<file path="src/rtl/text_buffer_if.sv">
// Write-stream and random-access read port bundle for text_buffer_ram.
// The display side is the master; the buffer itself is the slave.
interface text_buffer_if #(
    parameter int DATA_WIDTH = 8,
    parameter int ROWS       = 4,
    parameter int COLS       = 32
);
    localparam int RW = ($clog2(ROWS) < 1) ? 1 : $clog2(ROWS);
    localparam int CW = ($clog2(COLS) < 1) ? 1 : $clog2(COLS);

    logic                  wr_valid;
    logic                  wr_ready;
    logic [DATA_WIDTH-1:0] wr_data;
    logic                  rd_en;
    logic [RW-1:0]         r_row;
    logic [CW-1:0]         r_col;
    logic [DATA_WIDTH-1:0] dout;
    logic                  dout_valid;

    modport master (
        output wr_valid, wr_data, rd_en, r_row, r_col,
        input  wr_ready, dout, dout_valid
    );

    modport slave (
        input  wr_valid, wr_data, rd_en, r_row, r_col,
        output wr_ready, dout, dout_valid
    );
endinterface

</file>
<file path="src/rtl/text_buffer_ram.sv">
// Character-grid buffer: cursor-driven stream writes, registered random reads, sweep-based clears.
// Optional feature: define TEXT_BUFFER_BACKSPACE_EN to treat 8'h08 as a destructive backspace.
module text_buffer_ram #(
    parameter int                    DATA_WIDTH = 8,
    parameter int                    ROWS       = 4,
    parameter int                    COLS       = 32,
    parameter logic [DATA_WIDTH-1:0] CR_CODE    = 8'h0D,
    parameter logic [DATA_WIDTH-1:0] LF_CODE    = 8'h0A,
    localparam int                   RW         = ($clog2(ROWS) < 1) ? 1 : $clog2(ROWS),
    localparam int                   CW         = ($clog2(COLS) < 1) ? 1 : $clog2(COLS)
) (
    input  logic          clk,
    input  logic          reset_n,
    input  logic          clear,
    text_buffer_if.slave  bus,
    output logic [RW-1:0] cursor_row,
    output logic [CW-1:0] cursor_col,
    output logic          busy
);
    localparam int TOTAL = ROWS * COLS;
    localparam int AW    = ($clog2(TOTAL) < 1) ? 1 : $clog2(TOTAL);

`ifdef TEXT_BUFFER_BACKSPACE_EN
    localparam logic [DATA_WIDTH-1:0] BS_CODE = DATA_WIDTH'(8'h08);
`endif

    typedef enum logic [1:0] {CLR_ALL, IDLE, CLR_ROW} state_t;

    state_t                state, state_next;
    logic [AW-1:0]         cnt, cnt_next;
    logic [RW-1:0]         row_next, row_inc;
    logic [CW-1:0]         col_next;
    logic                  mem_we;
    logic [AW-1:0]         mem_addr;
    logic [DATA_WIDTH-1:0] mem_wdata;
    logic [DATA_WIDTH-1:0] mem [TOTAL];
    logic                  rd_in_range;

    function automatic logic [AW-1:0] cell_addr(input logic [RW-1:0] r, input logic [CW-1:0] c);
        return AW'(int'(r) * COLS + int'(c));
    endfunction

    assign row_inc      = (cursor_row == RW'(ROWS - 1)) ? '0 : cursor_row + 1'b1;
    assign busy         = (state != IDLE);
    assign bus.wr_ready = (state == IDLE) && !clear;
    assign rd_in_range  = (int'(bus.r_row) < ROWS) && (int'(bus.r_col) < COLS);

    always_ff @(posedge clk or negedge reset_n) begin
        if (!reset_n) begin
            state      <= CLR_ALL;
            cnt        <= '0;
            cursor_row <= '0;
            cursor_col <= '0;
        end else begin
            state      <= state_next;
            cnt        <= cnt_next;
            cursor_row <= row_next;
            cursor_col <= col_next;
        end
    end

    // Sweeps share the single memory write port with character writes; only one is active per state.
    always_comb begin
        state_next = state;
        cnt_next   = cnt;
        row_next   = cursor_row;
        col_next   = cursor_col;
        mem_we     = 1'b0;
        mem_addr   = '0;
        mem_wdata  = '0;
        unique case (state)
            CLR_ALL: begin
                mem_we   = 1'b1;
                mem_addr = cnt;
                if (clear) begin
                    cnt_next = '0;
                    row_next = '0;
                    col_next = '0;
                end else if (cnt == AW'(TOTAL - 1)) begin
                    state_next = IDLE;
                    cnt_next   = '0;
                end else begin
                    cnt_next = cnt + 1'b1;
                end
            end
            CLR_ROW: begin
                mem_we   = 1'b1;
                mem_addr = cell_addr(cursor_row, cnt[CW-1:0]);
                if (clear) begin
                    state_next = CLR_ALL;
                    cnt_next   = '0;
                    row_next   = '0;
                    col_next   = '0;
                end else if (cnt == AW'(COLS - 1)) begin
                    state_next = IDLE;
                    cnt_next   = '0;
                end else begin
                    cnt_next = cnt + 1'b1;
                end
            end
            IDLE: begin
                if (clear) begin
                    state_next = CLR_ALL;
                    cnt_next   = '0;
                    row_next   = '0;
                    col_next   = '0;
                end else if (bus.wr_valid) begin
                    if (bus.wr_data == CR_CODE) begin
                        col_next = '0;
                    end else if (bus.wr_data == LF_CODE) begin
                        col_next   = '0;
                        row_next   = row_inc;
                        state_next = CLR_ROW;
                        cnt_next   = '0;
`ifdef TEXT_BUFFER_BACKSPACE_EN
                    end else if (bus.wr_data == BS_CODE) begin
                        if (cursor_col != '0) begin
                            col_next  = cursor_col - 1'b1;
                            mem_we    = 1'b1;
                            mem_addr  = cell_addr(cursor_row, cursor_col - 1'b1);
                            mem_wdata = '0;
                        end
`endif
                    end else begin
                        mem_we    = 1'b1;
                        mem_addr  = cell_addr(cursor_row, cursor_col);
                        mem_wdata = bus.wr_data;
                        if (cursor_col == CW'(COLS - 1)) begin
                            col_next   = '0;
                            row_next   = row_inc;
                            state_next = CLR_ROW;
                            cnt_next   = '0;
                        end else begin
                            col_next = cursor_col + 1'b1;
                        end
                    end
                end
            end
            default: state_next = CLR_ALL;
        endcase
    end

    // Storage has no reset so it maps onto block RAM; the post-reset sweep zeroes it instead.
    always_ff @(posedge clk) begin
        if (mem_we) begin
            mem[mem_addr] <= mem_wdata;
        end
    end

    // Non-blocking read beside the write gives read-first behaviour on a same-cell collision.
    always_ff @(posedge clk or negedge reset_n) begin
        if (!reset_n) begin
            bus.dout       <= '0;
            bus.dout_valid <= 1'b0;
        end else begin
            bus.dout_valid <= bus.rd_en;
            if (bus.rd_en) begin
                bus.dout <= rd_in_range ? mem[cell_addr(bus.r_row, bus.r_col)] : '0;
            end
        end
    end
endmodule

</file>
<file path="src/flat_wrapper.sv">
// flat-port wrapper written by rule: the top's interface ports become plain ports
module text_buffer_ram_flat 
#(
    parameter int                    DATA_WIDTH = 8,
    parameter int                    ROWS       = 4,
    parameter int                    COLS       = 32,
    parameter logic [DATA_WIDTH-1:0] CR_CODE    = 8'h0D,
    parameter logic [DATA_WIDTH-1:0] LF_CODE    = 8'h0A,
    localparam int                   RW         = ($clog2(ROWS) < 1) ? 1 : $clog2(ROWS),
    localparam int                   CW         = ($clog2(COLS) < 1) ? 1 : $clog2(COLS)
)
  (clk, reset_n, clear, cursor_row, cursor_col, busy, bus_wr_valid, bus_wr_data, bus_rd_en, bus_r_row, bus_r_col, bus_wr_ready, bus_dout, bus_dout_valid);
  text_buffer_if #(.DATA_WIDTH(DATA_WIDTH), .ROWS(ROWS), .COLS(COLS)) bus_i ();
  input  logic clk;
  input  logic reset_n;
  input  logic clear;
  output logic [RW-1:0] cursor_row;
  output logic [CW-1:0] cursor_col;
  output logic busy;
  input wire logic [$bits(bus_i.wr_valid)-1:0] bus_wr_valid;
  input wire logic [$bits(bus_i.wr_data)-1:0] bus_wr_data;
  input wire logic [$bits(bus_i.rd_en)-1:0] bus_rd_en;
  input wire logic [$bits(bus_i.r_row)-1:0] bus_r_row;
  input wire logic [$bits(bus_i.r_col)-1:0] bus_r_col;
  output wire logic [$bits(bus_i.wr_ready)-1:0] bus_wr_ready;
  output wire logic [$bits(bus_i.dout)-1:0] bus_dout;
  output wire logic [$bits(bus_i.dout_valid)-1:0] bus_dout_valid;
  assign bus_i.wr_valid = bus_wr_valid;
  assign bus_i.wr_data = bus_wr_data;
  assign bus_i.rd_en = bus_rd_en;
  assign bus_i.r_row = bus_r_row;
  assign bus_i.r_col = bus_r_col;
  assign bus_wr_ready = bus_i.wr_ready;
  assign bus_dout = bus_i.dout;
  assign bus_dout_valid = bus_i.dout_valid;
  text_buffer_ram #(.DATA_WIDTH(DATA_WIDTH), .ROWS(ROWS), .COLS(COLS), .CR_CODE(CR_CODE), .LF_CODE(LF_CODE)) u_core (.clk(clk), .reset_n(reset_n), .clear(clear), .bus(bus_i), .cursor_row(cursor_row), .cursor_col(cursor_col), .busy(busy));
endmodule
</file>
<file path="config.mk">
export PLATFORM = sky130hd
export DESIGN_NAME = text_buffer_ram_flat
export DESIGN_NICKNAME = d
export VERILOG_FILES = /design/src/rtl/text_buffer_if.sv /design/src/rtl/text_buffer_ram.sv /design/src/flat_wrapper.sv
export SDC_FILE = /design/constraint.sdc
export NUM_CORES = 1
export LEC_CHECK = 0
export CAP_MARGIN = 10
export CORE_AREA = 8 8 286 288
export DETAILED_ROUTE_END_ITERATION = 8
export DIE_AREA = 0 0 294 296
export PLACE_DENSITY_LB_ADDON = 0.12
export SLEW_MARGIN = 20
export SYNTH_ARGS = -nofsm -noshare
export SYNTH_HDL_FRONTEND = slang
export SYNTH_SLANG_ARGS = --single-unit
</file>
<file path="constraint.sdc">
create_clock -name clk -period 10.5 [get_ports clk]
set_clock_uncertainty 0.05 [all_clocks]
set_input_delay 1.575 -clock clk [delete_from_list [all_inputs] [get_ports clk]]
set_output_delay 1.575 -clock clk [all_outputs]
set_load 0.01 [all_outputs]
</file>
==> results.sh, run 1 <==
export IMPL_maxCapViolCount=0
export IMPL_holdCritPathClass="flip-flop to flip-flop"
export IMPL_synth_nets=2193
export IMPL_area_delta_synth_final_pct=11.5
export IMPL_synth_warnings=0
export IMPL_worstPathCellList="clkdlybuf4s50_1 -> inv_2 -> nand2_1 -> inv_2 -> and2_1 -> a32oi_2 -> nor4b_2 -> nand2_1 -> nor2_1"
export IMPL_startpoint_type="primary input"
export IMPL_ff_latch_area_um2=31400
export IMPL_path_clk_slew_ps=60
export IMPL_insertion_delay_ps=660
export IMPL_via_per_inst=6.41
export IMPL_post_synth_num_cell_types=71
export IMPL_fill_cells=5464
export IMPL_finalCritPeriodShare=0.539
export IMPL_die_area_um2=87000
export IMPL_ctsResizeCount=0
export IMPL_antenna_left=0
export IMPL_core_um2=77000
export IMPL_port_buffers=37
export IMPL_cts_max_path_buffers=3
export IMPL_tns_ps=0
export IMPL_grt_pass1_wl_um=149000
export IMPL_finalSetupViolations=0
export IMPL_crit_path_end_kind="flip-flop"
export IMPL_final_common_cell="edfxtp_1"
export IMPL_crit_path_top_delay_cell="nor4b_2"
export IMPL_finalHoldViolCount=0
export IMPL_maxSlewViolCount=0
export IMPL_cts_tree="built"
export IMPL_grt_max_degree=99
export IMPL_cts_htree_levels=3
export IMPL_postCtsSetupBuffers=0
export IMPL_worst_pin_slew_ps=1160
export IMPL_dpl_hpwl_um=63700
export IMPL_path_max_fanout=14
export IMPL_vias=21529
export IMPL_ys_flop_type="edfxtp_1"
export IMPL_syn_avg_cell_area_um2=19.4
export IMPL_drtIter0Drc=2655
export IMPL_synth_edf_count=1024
export IMPL_routedWlPerCell_um=30.4
export IMPL_syn_cell_area_um2=42000
export IMPL_setup_slack_ps=4840
export IMPL_finalWirelength_um=102000
export IMPL_clkSinkCount=1049
export IMPL_status="completed"
export IMPL_synth_seq_cells=1049
export IMPL_ioPinCount=38
export IMPL_drive_gt1_frac=0.207
export IMPL_numCtsBuffers=104
export IMPL_power_per_cell_area_nw_per_um2=182
export IMPL_cts_hold_buf=0
export IMPL_start_util=0.546
export IMPL_layout_nets=2259
export IMPL_netlist_instances=2166
export IMPL_grt_pass1_vias=21538
export IMPL_ys_async_sr_fraction=0.0238
export IMPL_place_ws_ps=4320
export IMPL_irDropWorstVdd_mv=0.143
export IMPL_grt_ovfl_total=0
export IMPL_worstPathArrival_ps=5870
export IMPL_grt_util_all_layers=0.236
export IMPL_power_leakage_nw=12.9
export IMPL_rsz0062_at_grt="no"
export IMPL_die_h_um=296
export IMPL_firstDrtPassIters=6
export IMPL_slowest_delay_ps=960
export IMPL_layout_common_cells="1024 x edfxtp_1, 213 x mux4_2, 143 x nor2_1"
export IMPL_multi_input_area_um2=10000
export IMPL_die_x_um=294
export IMPL_maxSlewHeadroom=0.227
export IMPL_antenna_found_initial=2
export IMPL_period_minus_slack_ps=5660
export IMPL_seq_area_frac_synth=0.747
export IMPL_required_ps=10710
export IMPL_worstSetupPathType="primary input to flip-flop"
export IMPL_gp_congestion=0.892
export IMPL_root_buffer="clkbuf_16"
export IMPL_std_cell_rows=102
export IMPL_clock_fmax_mhz=177
export IMPL_drc=0
[worst paths after layout]
check,startpoint,end,slack (ps),cells after the start
max reg2reg,u_core.state[1],u_core.mem[109][1],5630,9
min,u_core.state[1],u_core.state[1],550,1
max,clear,u_core.mem[109][1],4840,9
min in group asynchronous,reset_n,u_core.bus.dout[6],1000,1
min reg2reg,u_core.state[1],u_core.state[1],550,1
max in group asynchronous,reset_n,u_core.cursor_col[1],8860,1
[registers in the layout, indices dropped and copies added, names as in the netlist]
name	count
u_core.bus.dout	8
u_core.bus.dout_valid	1
u_core.cursor_col	5
u_core.cnt	7
u_core.state	2
u_core.mem	1024
u_core.cursor_row	2
[worst max-delay path: cells and delay by family]
kind	cells	cell delay, ps
buffers and inverters	3	770
AND/OR/NAND/NOR	5	3190
AO/OA/AOI/OAI	1	330
[kinds of logic (layout without fill, tap and decap cells)]
| group | count (synthesis) | after routing | synth area share |
|---|---|---|---|
| flops | 1049 | 1049 | 0.747 |
| fa+ha+maj | 7 | 7 | 0.00208 |
| buf+inv | 134 | 284 | 0.0183 |
| simple gates | 377 | 377 | 0.0424 |
| compound gates | 234 | 234 | 0.0396 |
| other cells | 0 | 1 | 0 |
| mux | 365 | 365 | 0.151 |
[power by group]
group	internal, W	total (W)	switching [W]	leakage, nW
logic	0.000102	0.000285	0.000183	3.37
clock network	0.00214	0.00367	0.00153	1.62
registers	0.00454	0.00455	0.0000111	7.93
[area by class of cell]
cell class | count | area share
Inverter | 11 | 0.000882
Timing Repair Buffer | 83 | 0.0155
Multi-Input combinational cell | 983 | 0.214
Antenna cell | 1 | 0.0000534
Clock inverter | 63 | 0.0132
Sequential cell | 1049 | 0.670
Clock buffer | 127 | 0.0583
Tap cell | 1040 | 0.0278
[synthesized netlist by cell type (all sizes together) (2+ instances only)]
cell type | count | share of area
a211oi | 11 | 0.0020
a21o | 2 | 0.00036
a21oi | 28 | 0.0033
a221oi | 2 | 0.00042
a22o | 4 | 0.00083
a22oi | 10 | 0.0018
a31o | 3 | 0.00063
a31oi | 13 | 0.0019
a32oi | 11 | 0.0033
and2 | 19 | 0.0028
and3 | 13 | 0.0019
and3b | 2 | 0.00042
buf | 80 | 0.013
clkbuf | 43 | 0.0038
dfrtp | 25 | 0.015
edfxtp | 1024 | 0.73
ha | 7 | 0.0021
inv | 11 | 0.00098
mux2 | 14 | 0.0038
mux2i | 138 | 0.033
mux4 | 213 | 0.11
nand2 | 87 | 0.0078
nand2b | 11 | 0.0016
nand3 | 22 | 0.0026
nand4 | 2 | 0.00030
nor2 | 144 | 0.013
nor2b | 5 | 0.00074
nor3 | 32 | 0.0038
nor3b | 10 | 0.0020
nor4 | 14 | 0.0026
o2111ai | 6 | 0.0014
o211a | 2 | 0.00066
o211ai | 12 | 0.0025
o21ai | 43 | 0.0051
o221ai | 17 | 0.0035
o22a | 2 | 0.00042
o22ai | 51 | 0.0076
o311ai | 3 | 0.00063
o31ai | 5 | 0.00089
or2 | 10 | 0.0015
or3 | 2 | 0.00030
[metal layers]
layer	part of all wire	global-route usage
met3	0.091	0.0493
met1	0.41	0.338
met5	0.00013	0
met2	0.48	0.373
met4	0.027	0.0591
[per-stage QoR]
stage	instance area [um^2]	total power [W]	hold WS, ps	instances	utilization
after floorplan	42000	0.00482	467	2166	-
after global placement	43400	0.00492	494	3166	0.564
after detailed placement	43400	0.00492	536	3166	0.564
after CTS	46700	0.00854	553	3356	0.607
after global routing	46800	0.00872	574	3356	0.608
final	46800	0.00850	552	3357	0.608
(Power assumes the default switching activity.)
==> run 2: changes to the inputs <==
==> constraint.sdc (replaced) <==
create_clock -name clk -period 5.1 [get_ports clk]
set_clock_uncertainty 0.05 [all_clocks]
set_input_delay 0.765 -clock clk [delete_from_list [all_inputs] [get_ports clk]]
set_output_delay 0.765 -clock clk [all_outputs]
set_load 0.01 [all_outputs]
==> results.sh, run 2 (synthesis gave the netlist of run 1 again) <==
export IMPL_largest_register="u_core.mem"
export IMPL_rrSetupSlack_ps=990
export IMPL_top_regs="u_core.mem: 1024 flops, u_core.bus.dout: 8 flops, u_core.cnt: 7 flops"
export IMPL_rsz0062_at_grt="no"
export IMPL_crit_path_end_kind="flip-flop"
export IMPL_layout_common_cells="1024 x edfxtp_1, 213 x mux4_2, 167 x buf_4"
export IMPL_worst_pin_slew_ps=1140
export IMPL_grt_max_degree=95
export IMPL_startpoint_type="primary input"
export IMPL_wl_met3_um=7550
export IMPL_fill_cells=5381
export IMPL_finalWirelength_um=105000
export IMPL_design_area_um2=48000
export IMPL_finalHoldViolCount=0
export IMPL_finalSetupViolations=0
export IMPL_die_h_um=296
export IMPL_wirelength_met1_um=44100
export IMPL_ioPinCount=38
export IMPL_worstSetupPathType="primary input to flip-flop"
export IMPL_firstDrtPassIters=8
export IMPL_power_per_cell_area_nw_per_um2=369
export IMPL_gp_congestion=0.867
export IMPL_maxSlewViolCount=0
export IMPL_reg2reg_from="u_core.state[1]"
export IMPL_grt_pass1_wl_um=154000
export IMPL_r2r_cells=9
export IMPL_drc=0
export IMPL_routedWlPerCell_um=30.0
export IMPL_holdCritPathClass="primary input to asynchronous set/reset pin"
export IMPL_clkSinkCount=1049
export IMPL_root_buffer="clkbuf_16"
export IMPL_period_minus_slack_ps=4130
export IMPL_wl_met2_um=50400
export IMPL_cts_tree="built"
export IMPL_irDropWorstVdd_mv=0.275
export IMPL_insertion_delay_ps=670
export IMPL_power_leakage_nw=13.7
export IMPL_path_clk_slew_ps=70
export IMPL_required_ps=5340
export IMPL_numCtsBuffers=104
export IMPL_layout_nets=2391
export IMPL_multi_input_area_um2=9930
export IMPL_ctsResizeCount=0
export IMPL_tns_ps=0
export IMPL_largest_register_ffs=1024
export IMPL_worstPathArrival_ps=4370
export IMPL_clock_fmax_mhz=242
export IMPL_core_um2=77000
export IMPL_die_area_um2=87000
export IMPL_path_max_fanout=14
export IMPL_highest_layer="met5"
export IMPL_dpl_cell_area_um2=44500
export IMPL_drive_gt1_frac=0.246
export IMPL_start_util=0.546
export IMPL_postCtsSetupBuffers=0
export IMPL_die_x_um=294
export IMPL_grt_ovfl_total=0
export IMPL_finalCritPeriodShare=0.809
export IMPL_diodes=0
export IMPL_port_buffers=37
export IMPL_area_delta_synth_final_pct=14.2
export IMPL_maxSlewHeadroom=0.240
export IMPL_cts_hold_buf=0
export IMPL_antenna_left=0
export IMPL_grt_util_all_layers=0.242
export IMPL_r2r_end="u_core.mem[11][3]"
export IMPL_std_cell_rows=102
export IMPL_vias=21989
export IMPL_drtIter0Drc=2362
export IMPL_antenna_found_initial=3
export IMPL_status="completed"
export IMPL_grt_pass1_vias=22264
export IMPL_cts_max_path_buffers=3
export IMPL_final_common_cell="edfxtp_1"
export IMPL_ff_latch_area_um2=31400
export IMPL_dpl_hpwl_um=67300
export IMPL_via_per_inst=6.29
export IMPL_maxCapViolCount=0
export IMPL_cts_htree_levels=3
[run 2: changes by cell type in the layout (fill, tap and decap cells not counted), moves of 2 or more]
cell,previous run,this run
buf_12,1,12
buf_4,45,167
bufinv_16,12,14
clkbuf_1,21,17
clkinv_2,15,26
clkinvlp_4,5,0
inv_6,2,4
nor3_1,14,32
nor3_2,18,0
[run 2: worst max-delay path by stage]
stage	start	to	slack, ps	cells past startpoint
3_5_place_dp	clear	u_core.mem[11][5]	390	9
6_report	clear	u_core.mem[11][3]	970	9
2_1_floorplan	clear	u_core.mem[0][0]	1030	8
4_1_cts	u_core.state[1]	u_core.mem[11][1]	1070	9
5_1_grt	u_core.state[1]	u_core.mem[11][4]	810	9
3_3_place_gp	clear	u_core.mem[109][1]	560	10
[run 2: cell type report]
type | count | share of cell area
tap | 1040 | 0.0271
timing repair buffer | 215 | 0.0386
sequential | 1049 | 0.654
inverter | 11 | 0.000861
multi-input combinational | 983 | 0.207
clock buffer | 123 | 0.0566
clock inverter | 74 | 0.0157
[run 2: stage by stage]
step | worst slack [ps] | power [W] | hold slack (ps) | std cells | util
after floorplan | 1030 | 0.00992 | 419 | 2166 | -
after global placement | 556 | 0.0101 | 498 | 3298 | 0.578
after detailed placement | 394 | 0.0102 | 510 | 3298 | 0.578
after CTS | 1070 | 0.0178 | 159 | 3495 | 0.623
after global routing | 812 | 0.0182 | 197 | 3495 | 0.623
final | 972 | 0.0177 | 171 | 3495 | 0.623
[run 2: where the power goes]
| part | internal, W | switching [W] | leakage [nW] |
|---|---|---|---|
| Combinational | 0.000221 | 0.000380 | 4.10 |
| Sequential | 0.00934 | 0.0000238 | 7.93 |
| Clock | 0.00452 | 0.00321 | 1.71 |
[run 2: metal layers]
metal | track usage | up-vias
li1 | - | 9296
met1 | 0.345 | 11613
met2 | 0.390 | 928
met3 | 0.0412 | 148
met4 | 0.0686 | 4
met5 | 0 | -
[run 2: worst max-delay path: stages]
cell and delay (ps):
clkdlybuf4s50_1 520, inv_2 80, nand2_1 170, inv_2 140
and2_1 390, a32oi_2 530, nor4b_2 740, nand2_1 390
nor2_1 630
==> run 3: changes to the inputs <==
==> constraint.sdc (replaced) <==
create_clock -name clk -period 3.8 [get_ports clk]
set_clock_uncertainty 0.05 [all_clocks]
set_input_delay 0.57 -clock clk [delete_from_list [all_inputs] [get_ports clk]]
set_output_delay 0.57 -clock clk [all_outputs]
set_load 0.01 [all_outputs]
==> results.sh, run 3 (synthesis gave the netlist of run 1 again) <==
export IMPL_switchingPower_w=0.00478
export IMPL_gp_congestion=0.874
export IMPL_grt_pass1_vias=22397
export IMPL_clkPwrFrac=0.423
export IMPL_numCtsBuffers=103
export IMPL_antenna_left=0
export IMPL_place_ws_ps=-414
export IMPL_crit_path_end_kind="flip-flop"
export IMPL_port_buffers=37
export IMPL_cts_htree_levels=3
export IMPL_power_per_cell_area_nw_per_um2=482
export IMPL_holdCritPathClass="primary input to asynchronous set/reset pin"
export IMPL_startpoint_type="flip-flop"
export IMPL_antenna_found_initial=0
export IMPL_layout_common_cells="1024 x edfxtp_1, 222 x buf_4, 213 x mux4_2"
export IMPL_die_x_um=294
export IMPL_ioPinCount=38
export IMPL_setup_slack_ps=302
export IMPL_clock_fmax_mhz=286
export IMPL_largest_register_ffs=1024
export IMPL_drc=0
export IMPL_worstSetupPathType="flip-flop to flip-flop"
export IMPL_grt_pass1_wl_um=152000
export IMPL_finalCritPeriodShare=0.921
export IMPL_vias=22127
export IMPL_firstDrtPassIters=5
export IMPL_p_int_w=0.0185
export IMPL_start_util=0.546
export IMPL_insertion_delay_ps=660
export IMPL_maxCapViolCount=0
export IMPL_path_max_fanout=8
export IMPL_drtIter0Drc=2169
export IMPL_grt_util_all_layers=0.240
export IMPL_area_delta_synth_final_pct=15.0
export IMPL_maxSlewHeadroom=0.385
export IMPL_utilization=0.628
export IMPL_reg2reg_from="u_core.state[1]"
export IMPL_grt_max_degree=129
export IMPL_diodes=0
export IMPL_routedWlPerCell_um=29.3
export IMPL_via_per_inst=6.24
export IMPL_power_leakage_nw=14.0
export IMPL_cts_max_path_buffers=3
export IMPL_worst_pin_slew_ps=922
export IMPL_path_clk_slew_ps=60
export IMPL_dpl_hpwl_um=67200
export IMPL_root_buffer="clkbuf_16"
export IMPL_die_area_um2=87000
export IMPL_power_frac_comb=0.037
export IMPL_cp_startpoint="u_core.state[1]"
export IMPL_top_regs="u_core.mem: 1024 flops, u_core.bus.dout: 8 flops, u_core.cnt: 7 flops"
export IMPL_final_common_cell="edfxtp_1"
export IMPL_period_minus_slack_ps=3500
export IMPL_finalWirelength_um=104000
export IMPL_grt_ovfl_total=0
export IMPL_cts_tree="built"
export IMPL_clkSinkCount=1049
export IMPL_finalHoldViolCount=0
export IMPL_seqPwrFrac=0.540
export IMPL_core_um2=77000
export IMPL_largest_register="u_core.mem"
export IMPL_r2r_end="u_core.mem[77][6]"
export IMPL_swShare=0.205
export IMPL_rsz0062_at_grt="no"
export IMPL_std_cell_rows=102
export IMPL_layout_nets=2454
export IMPL_maxSlewViolCount=0
export IMPL_worstPathArrival_ps=3810
export IMPL_die_h_um=296
export IMPL_rrSetupSlack_ps=300
export IMPL_critPathCapture="u_core.mem[77][6]"
export IMPL_status="completed"
export IMPL_r2r_cells=10
export IMPL_finalSetupViolations=0
export IMPL_required_ps=4110
export IMPL_drive_gt1_frac=0.263
export IMPL_irDropWorstVdd_mv=0.418
[run 3: cell count changes in the layout (fill, tap and decap cells not counted), moves of 2 or more]
cell / previous run / this run
clkinv_1: 26 / 23
clkinvlp_4: 0 / 4
clkbuf_1: 17 / 15
buf_4: 167 / 222
buf_12: 12 / 20
clkinv_2: 26 / 22
bufinv_16: 14 / 8
[run 3: worst min-delay path by stage]
stage                          from                     to  cells past startpoint
finish                      reset_n     u_core.bus.dout[4]                      2
global placement    u_core.state[1]        u_core.state[1]                      1
CTS                       bus_rd_en  u_core.bus.dout_valid                      2
floorplan                   reset_n     u_core.bus.dout[0]                      0
detailed placement  u_core.state[1]        u_core.state[1]                      1
global route              bus_rd_en  u_core.bus.dout_valid                      2
[run 3: critical path, stage by stage, from the launching register on]
cell and delay, ps:
dfrtp_1 410, inv_1 90, ha_1 180, nand2_1 90, inv_2 60, and2_1 370
a32oi_4 250, nor4b_2 770, nand2_2 450, nor2_1 260, buf_4 210
[run 3: layout make-up]
cell class / count / area (um^2)
clock buffer: 121 / 2710
clock inverter: 63 / 527
fill: 5481 / 28600
inverter: 11 / 41.3
multi-input combinational: 983 / 9930
sequential: 1049 / 31400
tap: 1040 / 1300
timing repair buffer: 279 / 2430
[run 3: power by group through the flow]
| stage | clock network (W) | logic, W | registers, W |
|---|---|---|---|
| after floorplan | 0 | 0.000515 | 0.0128 |
| after global placement | 0 | 0.000850 | 0.0128 |
| after detailed placement | 0 | 0.000858 | 0.0128 |
| after CTS | 0.00999 | 0.000860 | 0.0126 |
| after global routing | 0.0104 | 0.000905 | 0.0126 |
| final | 0.00983 | 0.000864 | 0.0126 |
[run 3: timing repair]
item,in CTS,in global routing
endpoints found under the hold margin,25,0
hold buffers,1,0
buffers inserted,0,0
gates resized for setup,0,1
setup endpoints to repair,0,16
[run 3: layer usage]
metal	share of wire	global-route usage	up-vias
met3	0.087	0.0593	178
met5	0	0	-
li1	-	-	9423
met4	0.032	0.0782	0
met2	0.48	0.387	972
met1	0.40	0.322	11554
[run 3: through the flow]
step / std cells / instance area [um^2] / hold WS, ps / power [W] / TNS (ps)
floorplan: 2166 / 42000 / 224 / 0.0133 / 0
global placement: 3361 / 45100 / 496 / 0.0137 / -15910
detailed placement: 3361 / 45100 / 516 / 0.0137 / -18300
CTS: 3546 / 48300 / 482 / 0.0234 / 0
global route: 3546 / 48300 / 512 / 0.0239 / 0
finish: 3546 / 48300 / 518 / 0.0233 / 0
